### src/rtl/mcu_reset_supervisor.sv
// Purpose: sequences the MCU reset from PLL lock, core lockup and an optional heartbeat watchdog (`MCU_RESET_SUPERVISOR_WDT_EN).
// Latency: MCU_RSTN releases 2 + LOCK_WAIT + RST_HOLD cycles after PLL lock; a fault drives MCU_RSTN low on the next cycle.
// Backpressure: none; status inputs are sampled every cycle and all outputs are registered.
module mcu_reset_supervisor #(
    parameter int LOCK_WAIT   = 1024,
    parameter int RST_HOLD    = 64,
    parameter int LOCKUP_FILT = 16,
    parameter int WDT_TIMEOUT = 1048576
) (
    input  logic       HCLK,
    input  logic       hwRst,
    input  logic       PLL_LOCK,
    input  logic       LOCKUP,
    input  logic       HALTED,
    input  logic       HEARTBEAT,
    output logic       MCU_RSTN,
    output logic       SYS_READY,
    output logic [1:0] RST_CAUSE,
    output logic [7:0] RST_COUNT
);

    typedef enum logic [1:0] {
        WAIT_LOCK = 2'd0,
        STABLE    = 2'd1,
        HOLD      = 2'd2,
        RUN       = 2'd3
    } state_t;

    localparam logic [1:0] CAUSE_LOCK   = 2'd1;
    localparam logic [1:0] CAUSE_LOCKUP = 2'd2;
    localparam logic [1:0] CAUSE_WDT    = 2'd3;

    localparam int LW_W = (LOCK_WAIT   > 1) ? $clog2(LOCK_WAIT)   : 1;
    localparam int RH_W = (RST_HOLD    > 1) ? $clog2(RST_HOLD)    : 1;
    localparam int LF_W = (LOCKUP_FILT > 1) ? $clog2(LOCKUP_FILT) : 1;

    localparam logic [LW_W-1:0] LW_LAST = LW_W'(LOCK_WAIT - 1);
    localparam logic [RH_W-1:0] RH_LAST = RH_W'(RST_HOLD - 1);
    localparam logic [LF_W-1:0] LF_LAST = LF_W'(LOCKUP_FILT - 1);

    state_t            state;
    state_t            state_nxt;
    logic [1:0]        lock_sync;
    logic              lock_s;
    logic [LW_W-1:0]   stable_cnt;
    logic [RH_W-1:0]   hold_cnt;
    logic [LF_W-1:0]   lockup_cnt;
    logic              lockup_fire;
    logic              wdt_expire;
    logic [1:0]        cause_nxt;
    logic [7:0]        count_nxt;
    logic              fault_hit;

    // Two-flop synchroniser for the asynchronous PLL lock.
    always_ff @(posedge HCLK or posedge hwRst) begin
        if (hwRst) begin
            lock_sync <= 2'b00;
        end else begin
            lock_sync <= {lock_sync[0], PLL_LOCK};
        end
    end

    assign lock_s = lock_sync[1];

`ifdef MCU_RESET_SUPERVISOR_WDT_EN
    localparam int WD_W = (WDT_TIMEOUT > 1) ? $clog2(WDT_TIMEOUT) : 1;
    localparam logic [WD_W-1:0] WD_LAST = WD_W'(WDT_TIMEOUT - 1);

    logic [1:0]      hb_sync;
    logic            hb_prev;
    logic            hb_edge;
    logic [WD_W-1:0] wdt_cnt;

    // Two-flop synchroniser plus one history flop so either heartbeat edge can be seen.
    always_ff @(posedge HCLK or posedge hwRst) begin
        if (hwRst) begin
            hb_sync <= 2'b00;
            hb_prev <= 1'b0;
        end else begin
            hb_sync <= {hb_sync[0], HEARTBEAT};
            hb_prev <= hb_sync[1];
        end
    end

    assign hb_edge = hb_sync[1] ^ hb_prev;

    // Watchdog age: reloads on heartbeat, freezes under debug halt, cleared whenever not running.
    always_ff @(posedge HCLK or posedge hwRst) begin
        if (hwRst) begin
            wdt_cnt <= '0;
        end else if ((state == RUN) && (state_nxt == RUN)) begin
            if (hb_edge) begin
                wdt_cnt <= '0;
            end else if (!HALTED) begin
                wdt_cnt <= wdt_cnt + WD_W'(1);
            end
        end else begin
            wdt_cnt <= '0;
        end
    end

    assign wdt_expire = (state == RUN) && !hb_edge && !HALTED && (wdt_cnt == WD_LAST);
`else
    logic unused_wdt_inputs;

    // Without the watchdog the heartbeat and halt inputs have no effect.
    assign unused_wdt_inputs = HEARTBEAT ^ HALTED ^ (WDT_TIMEOUT > 0);
    assign wdt_expire        = 1'b0;
`endif

    assign lockup_fire = (state == RUN) && LOCKUP && (lockup_cnt == LF_LAST);

    // Next-state, cause and event count; lock loss outranks lockup, which outranks the watchdog.
    always_comb begin
        state_nxt = state;
        cause_nxt = RST_CAUSE;
        fault_hit = 1'b0;
        count_nxt = RST_COUNT;
        case (state)
            WAIT_LOCK: begin
                if (lock_s) begin
                    state_nxt = STABLE;
                end
            end
            STABLE: begin
                // The MCU has not been released in this sequence yet, so a
                // glitch here only restarts the lock qualification.
                if (!lock_s) begin
                    state_nxt = WAIT_LOCK;
                end else if (stable_cnt == LW_LAST) begin
                    state_nxt = HOLD;
                end
            end
            HOLD: begin
                if (!lock_s) begin
                    state_nxt = WAIT_LOCK;
                    cause_nxt = CAUSE_LOCK;
                    fault_hit = 1'b1;
                end else if (hold_cnt == RH_LAST) begin
                    state_nxt = RUN;
                end
            end
            RUN: begin
                if (!lock_s) begin
                    state_nxt = WAIT_LOCK;
                    cause_nxt = CAUSE_LOCK;
                    fault_hit = 1'b1;
                end else if (lockup_fire) begin
                    state_nxt = HOLD;
                    cause_nxt = CAUSE_LOCKUP;
                    fault_hit = 1'b1;
                end else if (wdt_expire) begin
                    state_nxt = HOLD;
                    cause_nxt = CAUSE_WDT;
                    fault_hit = 1'b1;
                end
            end
            default: begin
                state_nxt = WAIT_LOCK;
            end
        endcase
        if (fault_hit && (RST_COUNT != 8'hFF)) begin
            count_nxt = RST_COUNT + 8'd1;
        end
    end

    // FSM state register.
    always_ff @(posedge HCLK or posedge hwRst) begin
        if (hwRst) begin
            state <= WAIT_LOCK;
        end else begin
            state <= state_nxt;
        end
    end

    // Lock qualification counter: counts consecutive synced-lock cycles spent in STABLE.
    always_ff @(posedge HCLK or posedge hwRst) begin
        if (hwRst) begin
            stable_cnt <= '0;
        end else if ((state == STABLE) && (state_nxt == STABLE)) begin
            stable_cnt <= stable_cnt + LW_W'(1);
        end else begin
            stable_cnt <= '0;
        end
    end

    // Reset pulse width counter, restarted on every entry to HOLD.
    always_ff @(posedge HCLK or posedge hwRst) begin
        if (hwRst) begin
            hold_cnt <= '0;
        end else if ((state == HOLD) && (state_nxt == HOLD)) begin
            hold_cnt <= hold_cnt + RH_W'(1);
        end else begin
            hold_cnt <= '0;
        end
    end

    // Lockup filter: consecutive LOCKUP cycles while running; any low cycle or leaving RUN clears it.
    always_ff @(posedge HCLK or posedge hwRst) begin
        if (hwRst) begin
            lockup_cnt <= '0;
        end else if ((state == RUN) && (state_nxt == RUN) && LOCKUP) begin
            lockup_cnt <= lockup_cnt + LF_W'(1);
        end else begin
            lockup_cnt <= '0;
        end
    end

    // Registered outputs, derived from the next state so they line up with the state register.
    always_ff @(posedge HCLK or posedge hwRst) begin
        if (hwRst) begin
            MCU_RSTN  <= 1'b0;
            SYS_READY <= 1'b0;
            RST_CAUSE <= 2'd0;
            RST_COUNT <= 8'd0;
        end else begin
            MCU_RSTN  <= (state_nxt == RUN);
            SYS_READY <= (state_nxt == RUN);
            RST_CAUSE <= cause_nxt;
            RST_COUNT <= count_nxt;
        end
    end

endmodule
### config.mk
export PLATFORM = sky130hd
export DESIGN_NAME = mcu_reset_supervisor
export DESIGN_NICKNAME = d
export VERILOG_FILES = /design/src/rtl/mcu_reset_supervisor.sv
export SDC_FILE = /design/constraint.sdc
export NUM_CORES = 1
export LEC_CHECK = 0
export ABC_AREA = 1
export BUFFER_PORTS_ARGS = -buffer_cell sky130_fd_sc_hd__buf_4
export CAP_MARGIN = 20
export CORE_ASPECT_RATIO = 1.75
export CORE_MARGIN = 5
export CORE_UTILIZATION = 45
export DETAILED_ROUTE_END_ITERATION = 10
export PLACE_DENSITY_LB_ADDON = 0.1
export SYNTH_ARGS = -nofsm -noshare
export SYNTH_HDL_FRONTEND = slang
export SYNTH_SLANG_ARGS = --single-unit
### constraint.sdc
create_clock -name HCLK -period 2.2 [get_ports HCLK]
set_clock_uncertainty 0.05 [all_clocks]
set_input_delay 0.22 -clock HCLK [delete_from_list [all_inputs] [get_ports HCLK]]
set_output_delay 0.22 -clock HCLK [all_outputs]
set_load 0.01 [all_outputs]
# ---- Yosys cells after proc, flatten, opt, wreduce, memory -nomap -nowiden
# Cells that the tools add are included.
dict set report totals {
  register_bits 35
  input_bits 6
  output_inout_bits 12
}
dict set report classes {
  add_sub_neg 4
  eq_ne 12
  n_mux 19
  n_reduce_logical 10
}
# cell n
set ops {}
lappend ops {{2-bit 2-to-1 mux} 10}
lappend ops {{10-bit by 1-bit adder with 10-bit output, second input constant} 1}
lappend ops {{10-bit equality test, second input constant} 1}
lappend ops {{10-bit 2-to-1 mux} 1}
lappend ops {{8-bit by 1-bit adder with 8-bit output, second input constant} 1}
lappend ops {{2-bit equality test, second input constant} 4}
lappend ops {{8-bit inequality test, second input constant} 1}
lappend ops {{2-bit one-hot mux with 4 select lines} 1}
lappend ops {{1-bit logical AND} 7}
lappend ops {{6-bit by 1-bit adder with 6-bit output, second input constant} 1}
lappend ops {{6-bit equality test, second input constant} 1}
lappend ops {{6-bit 2-to-1 mux} 1}
lappend ops {{4-bit by 1-bit adder with 4-bit output, second input constant} 1}
lappend ops {{2-bit by 1-bit equality test with 1-bit output, second input constant} 2}
lappend ops {{4-bit equality test, second input constant} 1}
lappend ops {{4-bit 2-to-1 mux} 1}
lappend ops {{2-bit one-hot mux with 2 select lines} 1}
lappend ops {{1-bit 2-to-1 mux} 3}
lappend ops {{3-bit inequality test, second input constant} 1}
lappend ops {{3-bit AND reduction} 1}
lappend ops {{2-bit logical NOT} 1}
lappend ops {{2-bit inequality test, second input constant} 1}
lappend ops {{1-bit one-hot mux with 2 select lines} 1}
lappend ops {{2-bit nonzero test} 1}

# ---- Longest topological paths before layout
# Gate-level depths: netlist (run 1).
dict set report depth {
  depth_word 10
  mapped_depth 9
  ltp_nobuf 8
}

# ---- Least setup slack after synthesis (run 1)
# OpenSTA, ideal clock, no wires.
dict set report synth_timing {
  kind {register -> register}
  startpoint {register RST_COUNT[1]}
  endpoint {register RST_COUNT[6]}
  setup_time_ns 0.065
  t_arrival_ns 1.263
  slack_ns 0.822
  path_stages_with_launch 8
  n_path_buf 0
  period_less_slack_ns 1.378
  cell_sequence {dfrtp_1 > ha_1 > nand2_2 > nor2_4 > nand4_4 > nand3_4 > nand2_1 > nand2_1}
}
dict set report synth_via {
  elab_chain_len 2
  word_cells_on_any_way 3
  cone_classes {1 x add/sub; 1 x eq/ne; 1 x reduce/logical}
}
# element line
set synth_lines {}
lappend synth_lines {{start: declaration} 19} ;# output logic [7:0] RST_COUNT
lappend synth_lines {{start signal: assignment} 220} ;# RST_COUNT <= count_nxt;
lappend synth_lines {{branches (longest 2 deep; another with 8-bit by 1-bit adder with 8-bit output)} --}
# Parallel ways; which one is timed is not known.
# A chain may end at the register's enable or synchronous reset.

# ---- Worst setup path after layout (run 1)
# Same ends and word-level chain as after synthesis.

==> impl_metrics.ini, run 1 <==
[layout]
syn2layout_area_growth_pct = 14.07
fin_area_sq_um = 2039
drive_above_1_share = 0.1552
finalNonFillerCells = 280
antenna_cells = 0
layout.nets = 242
fillCellCount = 385

[yosys]
yosysSeqAreaShare = 0.4899
synth_area_sq_um = 1788
netlist_instances = 211
postSynthAreaPerCell_sq_um = 8.474
synth_warnings = 0
synth_nets = 221
synthDistinctLibCells = 27
synth_edf_count = 0
ys.flop_type = dfrtp_1
yosys_register_bits = 35
async_reset_ff_frac = 1.000

[power_and_ir_drop]
swShare = 0.2095
p_clk_frac = 0.396
power_density_nw_per_um2 = 560.7
p_comb_frac = 0.031
switching_power_mw = 0.2395
power_frac_seq = 0.573
ir_drop_v = 0.0004876
internal-power_mw = 0.9040
leakage_nw = 0.9861

[global_routing]
grt_pass1_vias = 1476
antenna_found_initial = 0
grt_pass1_wl_mm = 6.058
grt_overflow_total = 0
grt_max_degree = 36
grt_use_total = 0.1443

[worst_setup_path]
crit_path_end = RST_COUNT[6]$_DFFE_PP0P_
arrival_ps = 1720
reg2reg_depth = 7
path_class = reg -> reg
start_kind = flip-flop
reg2reg_from = RST_COUNT[1]$_DFFE_PP0P_
r2r-end = RST_COUNT[6]$_DFFE_PP0P_
worst-path-max-fanout = 9
reg2reg_setup_slack_ps = 640
cp-end-kind = flip-flop
critPathLaunch = RST_COUNT[1]$_DFFE_PP0P_
crit_required_ps = 2360

[routing]
drt_pass1_iterations = 4
vias_per_cell = 5.057
vias = 1416
postRouteAntennaNets = 0
wl_per_cell_um = 12.21
route.detailed.drc = 0
wl_mm = 3.419
drt-initial-drc-count = 70

[flow_run]
drv_cap = 0

[sta]
period_share = 0.7070
setup_viol = 0
tightestPinTransition_ps = 438.4
setup_ws_ps = 644.6
slew_violations = 0
slew_headroom = 0.7078
fmax_mhz = 642.9
finalCriticalPeriod_ps = 1555
finalSetupTns_ps = 0
final_hold_viol_count = 21
rsz0062_at_grt = false
hold_slack_ps = -10.29

[placement]
dp_hpwl_mm = 2.625
post-place-ws_ps = 652.2
gp_congestion = 0.8972
placed_area_sq_um = 1942
dp_cells = 272
placement.io_buffers = 15

[clocking]
cts_resized = 0
clk_latency_ps = 270
clockRootBuffer = clkbuf_8
cts.htree.levels = 2
cts-root-to-sink-buffers = 2
cts_buffers = 5
cts_tree = built
hold_buffers = 1
clk_transition_reported_paths_ps = 70
cts_setup_buffers = 0
clock-sinks = 35

[floorplan]
die_h_um = 93.39
initial_core_util = 0.4625
io_pins = 18
core_area_sq_um = 3866
die_w_um = 57.65
floorplan.die_area_sq_um = 5384
num_rows = 30

[status]
outcome = finished with violations
violations = negative hold slack

[hold_path]
hold_path.class = in -> async
## cells in the mapped netlist (2+ instances only)
cell      instances  area, sq um
o21ai_0           4        20.02
nand2_2           2        12.51
dfrtp_1          35        875.8
clkinv_1          2        7.510
inv_1            19        71.32
nor3_1            2        10.01
nand2_1          57        214.0
nand3_1          12        60.06
nor3b_1           4        30.03
o21ai_1           2        10.01
ha_1              4        50.05
nor2_2            2        12.51
nand4_1          11        68.82
nand3_2           3        30.03
xor2_1            8        70.07
buf_4             2        15.01
inv_2             2        7.510
nor2_1           31        116.4
## registers in the layout (all words and copies together) (netlist names)
signal,count
stable_cnt,10
RST_COUNT,8
hold_cnt,6
RST_CAUSE,2
lock_sync,2
lockup_cnt,4
SYS_READY,1
state,2
## placed cells by master (no fill, tap or decap), drive strengths merged
cell / instances
xnor2: 1
nand3: 16
nor3: 2
ha: 4
nand4: 12
xor2: 8
dlygate4sd3: 1
o21ai: 6
nand3b: 1
a21oi: 2
inv: 21
clkinv: 3
buf: 16
nor2: 34
dfrtp: 35
clkbuf: 6
o21bai: 1
nor3b: 4
nand2: 59
## per-stage QoR
step	utilization	power (mW)
finish	0.5275	1.144
floorplan	-	0.6898
global route	0.5275	1.209
CTS	0.5275	1.172
detailed placement	0.5023	0.7025
global placement	0.5023	0.7009
## metal layers
layer / wire [um] / up-vias / GRT usage / part of all wire
li1: - / 710 / - / -
met1: 1207 / 668 / 0.1311 / 0.35
met2: 1968 / 26 / 0.2764 / 0.58
met3: 115 / 12 / 0.03591 / 0.034
met4: 127 / 0 / 0.07930 / 0.037
met5: 0 / - / 0 / 0
## power by group through the flow
stage / clock, mW / combinational, mW / sequential [mW]
global route: 0.513 / 0.0416 / 0.655
global placement: 0 / 0.0340 / 0.667
detailed placement: 0 / 0.0354 / 0.667
CTS: 0.480 / 0.0369 / 0.655
finish: 0.453 / 0.0352 / 0.655
floorplan: 0 / 0.0263 / 0.664
## cell families (layout without fill, tap and decap cells)
family                     Yosys count  in the layout  share of synthesized area
AOI/OAI and AO/OA                    9              9                    0.03289
xor gates and xnor gates             9              9                    0.04409
adders and majority gates            4              4                    0.02799
buffers and inverters               26             47                    0.06298
DFF                                 35             35                     0.4899
and+or+nand+nor                    128            128                     0.3422
## worst max-delay path: stages, from the launching register on
cell and delay, ps:
dfrtp_1 420, ha_1 260, nand2_2 90, nor2_4 150
nand4_4 190, nand3_4 200, nand2_1 60, nand2_1 70
## layout make-up
class	count	area, sq um	share of cell area
sequential	35	875.8	0.4294
multi-input combinational	150	799.5	0.3920
clock inverter	1	5.005	0.002454
clock buffer	6	82.58	0.04049
inverter	23	86.33	0.04233
tap	48	60.06	0.02945
timing repair buffer	17	130.1	0.06380
## worst min-delay path by stage
stage	to	slack, ps	from
floorplan	lock_sync[0]$_DFF_PP0_	200	PLL_LOCK
global placement	lock_sync[0]$_DFF_PP0_	280	PLL_LOCK
detailed placement	lock_sync[0]$_DFF_PP0_	280	PLL_LOCK
CTS	RST_COUNT[6]$_DFFE_PP0P_	0.3	hwRst
global route	lockup_cnt[0]$_DFF_PP0_	30	hwRst
finish	state[0]$_DFF_PP0_	-10	hwRst
Power figures use the tool's default switching activity.
==> run 2: changes to the inputs <==
Settings changed: ABC_AREA 1 to 0.
Clock period 2.2 ns to 1.4 ns, I/O delays scaled along.
==> run 2 against run 1 <==
Compared with the run above: the run ends with negative setup slack left; sequential cell count is the same; worst setup slack got worse by 750 ps; register-to-register slack worse by 750 ps; sequential power up 56%; non-clock buffer count increased by 35; hold slack improved by 280 ps; cell count down 12%; maximum frequency is 3.2% higher; area after synthesis fell by 13%; critical endpoint is now RST_COUNT[1]$_DFFE_PP0P_; highest routed layer unchanged.
==> impl_metrics.ini, run 2 <==
[sta]
finalCriticalPeriod_ps = 1507
setup_viol = 25
rsz0062_at_grt = true
slew_violations = 0
fmax_mhz = 663.7
final_hold_viol_count = 0
slew_headroom = 0.7090
period_share = 1.076
setup_ws_ps = -106.8
tightestPinTransition_ps = 436.5
hold_slack_ps = 272.9

[routing]
drt_pass1_iterations = 4
vias = 1237
route.detailed.drc = 0
vias_per_cell = 5.008
drt-initial-drc-count = 4
wl_per_cell_um = 13.99
wl_mm = 3.455
postRouteAntennaNets = 0

[global_routing]
grt_use_total = 0.1725
antenna_found_initial = 0
grt_pass1_vias = 1354
grt_overflow_total = 0
grt_pass1_wl_mm = 5.802
grt_max_degree = 36

[layout]
layout.nets = 211
fillCellCount = 285
largest_register = stable_cnt
reg_top3 = stable_cnt x10, RST_COUNT x8, hold_cnt x6
final_cell_mix = buf_4 (48), dfrtp_1 (35), nor2_1 (10), xnor2_1 (10)
syn2layout_area_growth_pct = 47.64
largest_reg_flops = 10
mostFrequentLayoutCell = buf_4
drive_above_1_share = 0.4356
finalNonFillerCells = 247
antenna_cells = 0

[floorplan]
floorplan.die_area_sq_um = 4798
num_rows = 28
die_h_um = 87.96
io_pins = 18
die_w_um = 54.55
initial_core_util = 0.4647
core_area_sq_um = 3363

[yosys]
yosysMostFrequentCell = dfrtp_1
async_reset_ff_frac = 1.000
yosys.area.top_type_share = 0.5604
synth_area_sq_um = 1563
synthDistinctLibCells = 33
postSynthAreaPerCell_sq_um = 10.85
synthTopCellsByCount = dfrtp_1 (35), nor2_1 (24), xnor2_1 (10), nand2_1 (9), nand3_1 (9)
yosys-top-cells-area = dfrtp_1 (56%), nor2_1 (5.8%), xnor2_1 (5.6%)
synth_warnings = 0
synth_edf_count = 0
yosysSeqAreaShare = 0.5604
ys.flop_type = dfrtp_1
synth_largest_area_cell = dfrtp_1
yosys_register_bits = 35
synth_nets = 154
netlist_instances = 144

[worst_setup_path]
path_buf_inv = 0
cp-end-kind = flip-flop
cp_slowest_cell = dfrtp_1
crit_chain = ha_4, nand4_4, o21ai_4, a21bo_4, mux2_4
crit_required_ps = 1530
crit_family = compound AO/OA/AOI/OAI gates
worst-path-max-fanout = 2
arrival_ps = 1630
r2r-end = RST_COUNT[1]$_DFFE_PP0P_
start_kind = flip-flop
cpPeakStageDelay_ps = 390
reg2reg_from = lockup_cnt[0]$_DFF_PP0_
reg2reg_depth = 5
reg2reg_setup_slack_ps = -110
path_class = reg -> reg

[clocking]
cts_tree = built
cts_buffers = 5
clockRootBuffer = clkbuf_8
clk_latency_ps = 290
cts-root-to-sink-buffers = 2
cts.htree.levels = 2
clock-sinks = 35
clk_transition_reported_paths_ps = 70

[placement]
placement.io_buffers = 15
dp_hpwl_mm = 2.480
gp_congestion = 0.8119
dp_cells = 231

[power_and_ir_drop]
ir_drop_v = 0.0008185
power_density_nw_per_um2 = 786.0
leakage_nw = 1.024
p_total_mw = 1.813

[hold_path]
min_to = RST_CAUSE[0]$_DFFE_PP0P_
min_delay_path_depth = 4
min_from = LOCKUP
hold_path.class = in -> reg

[status]
outcome = finished with violations
violations = negative setup slack

[flow_run]
drv_cap = 0
## run 2: changes by cell type after synthesis, sizes merged, moves of 2 or more
cell,delta
nand2,-50
o21ai,-4
clkinv,-2
nor3,+3
a31oi,+3
xnor2,+9
nor2,-10
and3,+4
nand3,-7
inv,-15
nand2b,+2
nor3b,-3
nand4,-8
## run 2: through the flow
stage	setup TNS [ps]	util	setup WS (ps)	area, sq um
6_report	-1044	0.6860	-106.8	2307
5_1_grt	-3076	0.6860	-173.5	2307
4_1_cts	-676.6	0.6376	-122.3	2145
3_5_place_dp	-2184	0.5878	-150.0	1977
3_3_place_gp	-1015	0.5878	-141.6	1977
2_1_floorplan	-174.0	-	-173.2	1590
## run 2: timing repair
action | in CTS | in global routing
hold buffers | 2 | 0
cloned | 0 | 1
hold endpoints to repair | 36 | 0
resized for setup | 11 | 27
pin swaps | 9 | 4
setup buffers | 1 | 4
setup endpoints to repair | 27 | 30
## run 2: routing by layer
layer	vias to the layer above	GRT usage	wire length (um)
li1	607	-	-
met5	-	0	0
met2	17	0.3184	2079
met1	604	0.1646	1199
met3	9	0.04259	82
met4	0	0.09070	93
## run 2: final cells by class
type	instances	area, sq um	share of cell area
repair buffers	52	425.4	0.1844
flip-flops and latches	35	875.8	0.3796
inverters	6	22.52	0.009761
multi-input cells	101	843.3	0.3655
well taps	45	56.30	0.02440
clock buffers	5	68.82	0.02983
clock inverters	3	15.01	0.006508
## run 2: cells by family after synthesis
kind of cell,after synthesis,share of synthesized area
simple gates,64,0.2066
fa+ha+maj,4,0.03203
flops,35,0.5604
mux,1,0.009605
xor+xnor,18,0.1009
buf+inv,8,0.02242
compound gates,14,0.06806
## run 2: tightest hold or removal path: cells and delay by family
family                 cells  cell delay, ps
and+or+nand+nor            2             180
AOI/OAI and AO/OA          1             180
buffers and inverters      1              80
## run 2: how the worst max path moves through the flow
stage,from,end,slack (ps),cells past startpoint
2_1_floorplan,lockup_cnt[0]$_DFF_PP0_,RST_COUNT[1]$_DFFE_PP0P_,-170,5
3_3_place_gp,lockup_cnt[1]$_DFF_PP0_,RST_COUNT[3]$_DFFE_PP0P_,-140,6
3_5_place_dp,lockup_cnt[1]$_DFF_PP0_,RST_COUNT[5]$_DFFE_PP0P_,-150,6
4_1_cts,lockup_cnt[0]$_DFF_PP0_,RST_COUNT[1]$_DFFE_PP0P_,-120,5
5_1_grt,lockup_cnt[0]$_DFF_PP0_,RST_COUNT[1]$_DFFE_PP0P_,-170,5
6_report,lockup_cnt[0]$_DFF_PP0_,RST_COUNT[1]$_DFFE_PP0P_,-110,5
## run 2: power by group
group / switching [mW] / internal [mW]
sequential: 0.00462 / 1.02
clock: 0.356 / 0.340
combinational: 0.0534 / 0.0419
